File: src/rtl/pixie_pkg.sv
// rtl/pixie_pkg.sv - shared Pixie/CDP1802 state codes and machine-cycle timing defaults
package pixie_pkg;

  typedef enum logic [1:0] {
    SC_FETCH = 2'b00,
    SC_EXEC  = 2'b01,
    SC_DMA   = 2'b10,
    SC_INT   = 2'b11
  } sc_t;

  localparam int DEFAULT_CLOCKS_PER_CYCLE = 8;
  localparam int DEFAULT_DATA_TICK        = 5;
  localparam int TICK_W                   = 3;

  // Only fetch/execute cycles belong to the core; it may touch R0 then.
  function automatic logic core_owned(input sc_t sc);
    return (sc == SC_FETCH) || (sc == SC_EXEC);
  endfunction

endpackage

File: src/rtl/cdp1802_cycle_timer.sv
// rtl/cdp1802_cycle_timer.sv - tick counter within a machine cycle and boundary flag
module cdp1802_cycle_timer
  import pixie_pkg::*;
#(
  parameter int CLOCKS_PER_CYCLE = DEFAULT_CLOCKS_PER_CYCLE
) (
  input  logic              clk,
  input  logic              reset_n,
  input  logic              clk_enable,
  output logic [TICK_W-1:0] tick,
  output logic              boundary
);

  localparam logic [TICK_W-1:0] LAST_TICK = TICK_W'(CLOCKS_PER_CYCLE - 1);

  assign boundary = (tick == LAST_TICK);

  always_ff @(posedge clk or negedge reset_n) begin
    if (!reset_n) begin
      tick <= '0;
    end else if (clk_enable) begin
      tick <= boundary ? '0 : tick + 1'b1;
    end
  end

endmodule

File: src/rtl/cdp1802_dma_responder.sv
// rtl/cdp1802_dma_responder.sv - CDP1802 machine-cycle sequencer servicing Pixie DMA-out and INT
// Optional DMA-in service is compiled in with DMA_IN_EN.
module cdp1802_dma_responder
  import pixie_pkg::*;
#(
  parameter int CLOCKS_PER_CYCLE = DEFAULT_CLOCKS_PER_CYCLE,
  parameter int DATA_TICK        = DEFAULT_DATA_TICK
) (
  input  logic        clk,
  input  logic        reset_n,
  input  logic        clk_enable,
  input  logic        dma_out_n,
  input  logic        int_req,
  input  logic        ie,
  input  logic        core_fetch_next,
  input  logic        r0_we,
  input  logic [15:0] r0_wdata,
  input  logic [7:0]  mem_rdata,
`ifdef DMA_IN_EN
  input  logic        dma_in_n,
  input  logic [7:0]  dma_in_data,
  output logic        mem_wr,
  output logic [7:0]  mem_wdata,
`endif
  output logic [1:0]  SC,
  output logic [2:0]  tick,
  output logic        core_hold,
  output logic [15:0] mem_addr,
  output logic        mem_rd,
  output logic [7:0]  dma_data,
  output logic        dma_strobe,
  output logic        int_ack,
  output logic        ie_clr,
  output logic [15:0] r0
);

  localparam logic [TICK_W-1:0] DT      = TICK_W'(DATA_TICK);
  localparam logic [TICK_W-1:0] DT_NEXT = TICK_W'(DATA_TICK + 1);

  sc_t               sc_q;
  sc_t               next_sc;
  logic              boundary;
  logic [TICK_W-1:0] next_tick;
  logic [15:0]       next_r0;
  logic              grant_in;
  logic              in_q;
  logic              next_in;

  cdp1802_cycle_timer #(
    .CLOCKS_PER_CYCLE(CLOCKS_PER_CYCLE)
  ) u_timer (
    .clk       (clk),
    .reset_n   (reset_n),
    .clk_enable(clk_enable),
    .tick      (tick),
    .boundary  (boundary)
  );

  assign SC        = sc_q;
  assign next_tick = boundary ? '0 : tick + 1'b1;
  assign next_in   = boundary ? grant_in : in_q;

  // Fixed grant priority evaluated only on the last tick of a cycle.
  always_comb begin
    next_sc  = sc_q;
    grant_in = 1'b0;
    if (boundary) begin
      if (!dma_out_n && sc_q != SC_FETCH) begin
        next_sc = SC_DMA;
`ifdef DMA_IN_EN
      end else if (!dma_in_n && sc_q != SC_FETCH) begin
        next_sc  = SC_DMA;
        grant_in = 1'b1;
`endif
      end else if (int_req && ie && (sc_q == SC_EXEC || sc_q == SC_DMA)) begin
        next_sc = SC_INT;
      end else if (sc_q == SC_FETCH) begin
        next_sc = SC_EXEC;
      end else if (sc_q == SC_INT) begin
        next_sc = SC_FETCH;
      end else begin
        next_sc = core_fetch_next ? SC_FETCH : SC_EXEC;
      end
    end
  end

  // The DMA post-increment always beats a core write; the core is held then anyway.
  always_comb begin
    next_r0 = r0;
    if (sc_q == SC_DMA && boundary) begin
      next_r0 = r0 + 16'd1;
    end else if (r0_we && core_owned(sc_q)) begin
      next_r0 = r0_wdata;
    end
  end

  // Outputs are registered from the next-state values so they line up with SC/tick.
  always_ff @(posedge clk or negedge reset_n) begin
    if (!reset_n) begin
      sc_q       <= SC_EXEC;
      in_q       <= 1'b0;
      r0         <= '0;
      dma_data   <= '0;
      mem_addr   <= '0;
      mem_rd     <= 1'b0;
      core_hold  <= 1'b0;
      dma_strobe <= 1'b0;
      int_ack    <= 1'b0;
      ie_clr     <= 1'b0;
    end else if (clk_enable) begin
      sc_q       <= next_sc;
      in_q       <= next_in;
      r0         <= next_r0;
      mem_addr   <= (next_sc == SC_DMA) ? next_r0 : 16'd0;
      mem_rd     <= (next_sc == SC_DMA) && !next_in && (next_tick <= DT);
      core_hold  <= (next_sc == SC_DMA) || (next_sc == SC_INT);
      dma_strobe <= (next_sc == SC_DMA) && !next_in && (next_tick == DT_NEXT);
      int_ack    <= (next_sc == SC_INT) && (next_tick == '0);
      ie_clr     <= (next_sc == SC_INT) && (next_tick == '0);
      if (sc_q == SC_DMA && !in_q && tick == DT) begin
        dma_data <= mem_rdata;
      end
    end
  end

`ifdef DMA_IN_EN
  always_ff @(posedge clk or negedge reset_n) begin
    if (!reset_n) begin
      mem_wr    <= 1'b0;
      mem_wdata <= '0;
    end else if (clk_enable) begin
      mem_wr <= (next_sc == SC_DMA) && next_in && (next_tick == DT);
      if (sc_q == SC_DMA && in_q && tick == '0) begin
        mem_wdata <= dma_in_data;
      end
    end
  end
`endif

endmodule

File: config.mk
export PLATFORM = sky130hd
export DESIGN_NAME = cdp1802_dma_responder
export DESIGN_NICKNAME = d
export VERILOG_FILES = /design/src/rtl/pixie_pkg.sv /design/src/rtl/cdp1802_cycle_timer.sv /design/src/rtl/cdp1802_dma_responder.sv
export SDC_FILE = /design/constraint.sdc
export NUM_CORES = 1
export LEC_CHECK = 0
export ABC_AREA = 1
export BUFFER_PORTS_ARGS = -buffer_cell sky130_fd_sc_hd__clkbuf_2
export CORE_MARGIN = 1
export CORE_UTILIZATION = 44
export DETAILED_ROUTE_END_ITERATION = 12
export PLACE_DENSITY = 0.74
export SLEW_MARGIN = 20
export SYNTH_ARGS = -nofsm -noshare
export SYNTH_HDL_FRONTEND = slang
export SYNTH_SLANG_ARGS = --single-unit
export TNS_END_PERCENT = 50
File: constraint.sdc
create_clock -name clk -period 2.2 [get_ports clk]
set_input_delay 0.11 -clock clk [delete_from_list [all_inputs] [get_ports clk]]
set_output_delay 0.11 -clock clk [all_outputs]
set_load 0.02 [all_outputs]
==> impl_metrics.csv <==
group,metric,value,unit
outcome,outcome,"finished, final reports clean",
final_layout,fill_cells,619,
placed_design,portBuffers,81,
power,peakVddDrop,0.610,mV
grt,grt_pass1_vias,2416,
grt,antenna_found_initial,0,
final_layout,fin_nets,473,
final_layout,final_util,55.8,%
critical_path,crit_type,"reg2reg",
cts,cts_root_buf,"clkbuf_8",
worst_hold_path,min-delay-start,"mem_rdata[2]",
placed_design,gp_congestion,0.842,
critical_path,required,2.43,ns
synthesis,synth_area_leaders,"dfrtp_1 44%, nand2_1 15%, nand3_1 7.2%",
drt,dr_total_vias,2613,
critical_path,crit_path_start_kind,"flip-flop",
drt,antenna_left,0,
synthesis,ys.warnings.count,0,
synthesis,yosys_register_bits,50,
sta,finClkSkew,0.0118,ns
synthesis,yosysTopAreaCell,"dfrtp_1",
floorplan,die_area,0.00665,mm2
sta,period_needed,2.00,ns
floorplan,rows,28,
cts,clk_latency,0.32,ns
drt,wl,6790,um
critical_path,r2r_start,"u_timer.tick[0]",
grt,grt_pass1_wl,11200,um
critical_path,crit_fanout,23,
placed_design,place_hpwl,5120,um
worst_hold_path,hp-class,"in2reg",
critical_path,critPathArrivalTime,2.23,ns
floorplan,core,0.00603,mm2
drt,wl_per_cell,13.3,um
sta,setup_slack,0.203,ns
sta,maxSlewHeadroom,70.1,%
synthesis,yosysTopAreaCellShare,44.0,%
power,p_per_area,1320,mW/mm2
cts,cts_max_level,2,
cts,numCtsBuffers,5,
sta,finalHoldViolCount,0,
drt,drtIter0Drc,177,
critical_path,crit_start,"u_timer.tick[0]",
floorplan,start_util,46.2,%
final_layout,seqCellArea,0.00125,mm2
synthesis,avgSynthCellArea,7.93,um2
sta,setup_viol,0,
sta,tightest_slew,0.448,ns
power,power_leakage,0.00179,uW
synthesis,synth_cell_types,28,
synthesis,async_flop_share,100,%
grt,overflow,0,
final_layout,n_antenna_cell,0,
cts,cts_sinks,50,
synthesis,synth_edf_count,0,
cts,cts_tree,"yes",
sta,fin_crit_sh,90.8,%
final_layout,area_delta_synth_final,20.7,%
synthesis,syn_area,0.00278,mm2
drt,vias_per_cell,5.13,
flow_run,cap_violations,0,
cts,cts_buffer_depth,2,
grt,grt_usage,21.9,%
sta,grt_setup_unrepaired,"false",
placed_design,pre_cts_ws,0.233,ns
final_layout,multi_input_area,0.00134,mm2
synthesis,synth-main-ff-cell,"dfrtp_1",
cts,clkTransAtPathRegs,0.11,ns
final_layout,drive_above_1_share,30.0,%
drt,dr.pass1.iters,4,
sta,fmax,0.501,GHz
sta,setup_tns,0,ns
cts,cts-resized-gates,0,
floorplan,ios,82,
floorplan,die_w,81.5,um
critical_path,end_kind,"flip-flop",
synthesis,syn-num-nets,391,
sta,drv_slew,0,
grt,grt_max_degree,44,
drt,drc,0,
floorplan,die_y,81.5,um
synthesis,yosysSeqAreaShare,45.0,%
synthesis,synthCells,351,
## cell usage after synthesis, types with 2 or more instances
master and count:
clkbuf_1 4, o21ai_0 31, nor2_1 19, nand2_1 109, inv_2 5, nand2_2 3, nand3_1 40, inv_1 26
a21oi_1 10, o21ai_1 3, buf_4 2, o21ai_2 12, mux2_2 8, nor2_2 3, buf_2 4, nand4_1 3
o211ai_1 3, dfrtp_1 49, ha_1 8
## per-stage QoR
step                      total power [uW]  std cells  cell area, um2  hold slack [ns]
after detailed placement              3880        500            3260            0.119
after global placement                3830        500            3260            0.117
after floorplan                       3160        351            2780           -0.186
after CTS                             4480        509            3360          0.00664
after global routing                  4800        509            3360          0.00547
final                                 4450        509            3360           0.0105
## registers in the layout (all words and copies together) (netlist names)
name / flops
dma_strobe: 1
core_hold: 1
mem_rd: 1
mem_addr: 16
SC: 2
dma_data: 8
int_ack: 1
u_timer.tick: 3
r0: 16
in_q: 1
## kinds of logic after synthesis
logic type	count (synthesis)	share of synthesized area (%)
muxes	8	3.24
AOI/OAI and AO/OA	62	13.8
buffers and inverters	44	6.83
DFF	50	45.0
and+or+nand+nor	179	27.6
adders and majority gates	8	3.60
## routing by layer
layer  GRT usage, %  part of all wire (%)  up-vias
met5              0                     0        -
met4           6.43                   1.4        0
met3           3.11                   5.0        8
met2           35.6                    47       71
met1           30.1                    47     1218
li1               -                     -     1316
## final timing paths
path / end / slack [ns] / cells after the start
max: r0[3] / 0.20 / 8
min: dma_data[2] / 0.01 / 2
max reg2reg: r0[3] / 0.20 / 8
min reg2reg: mem_addr[5] / 0.49 / 2
max in group asynchronous: SC[0] / 1.55 / 3
min in group asynchronous: r0[9] / 0.31 / 3
## power breakdown
part	internal (uW)	switching (uW)	total, uW
clock network	237	357	594
logic	753	1490	2250
registers	1260	349	1610
total	2250	2200	4450
## cells in the final DEF (no fill, tap or decap), types with 3 or more instances in the layout
| cell | n |
|---|---|
| nand2_1 | 109 |
| clkbuf_2 | 81 |
| dfrtp_1 | 49 |
| nand3_1 | 40 |
| o21ai_0 | 31 |
| inv_1 | 26 |
| nor2_1 | 19 |
| o21ai_2 | 12 |
| a21oi_1 | 10 |
| mux2_2 | 8 |
| ha_1 | 8 |
| inv_2 | 5 |
| clkbuf_8 | 5 |
| buf_4 | 5 |
| inv_6 | 4 |
| nand2_2 | 3 |
| nand4_1 | 3 |
| o21ai_1 | 3 |
| nor2_2 | 3 |
| o211ai_1 | 3 |
## worst max-delay path, stage by stage, from the launching register on
cell and delay [ns]:
dfrtp_1 0.42, ha_1 0.19, ha_1 0.26, nand2_2 0.20, inv_2 0.35, o21ai_0 0.14
o21ai_0 0.16, nand2_1 0.09, o21ai_0 0.10
## what timing repair did
item / 4_1_cts / 5_1_grt
hold buffers: 1 / 0
endpoints found under the hold margin: 49 / 0
setup buffers: 0 / 0
## cell type report
| cell class | instances | area share (%) |
|---|---|---|
| inverter | 32 | 3.72 |
| clock inverter | 3 | 0.782 |
| sequential | 50 | 37.3 |
| timing repair buffer | 87 | 13.5 |
| multi-input combinational | 257 | 39.9 |
| clock buffer | 5 | 2.05 |
| tap | 75 | 2.79 |
Power figures use the tool's default switching activity.
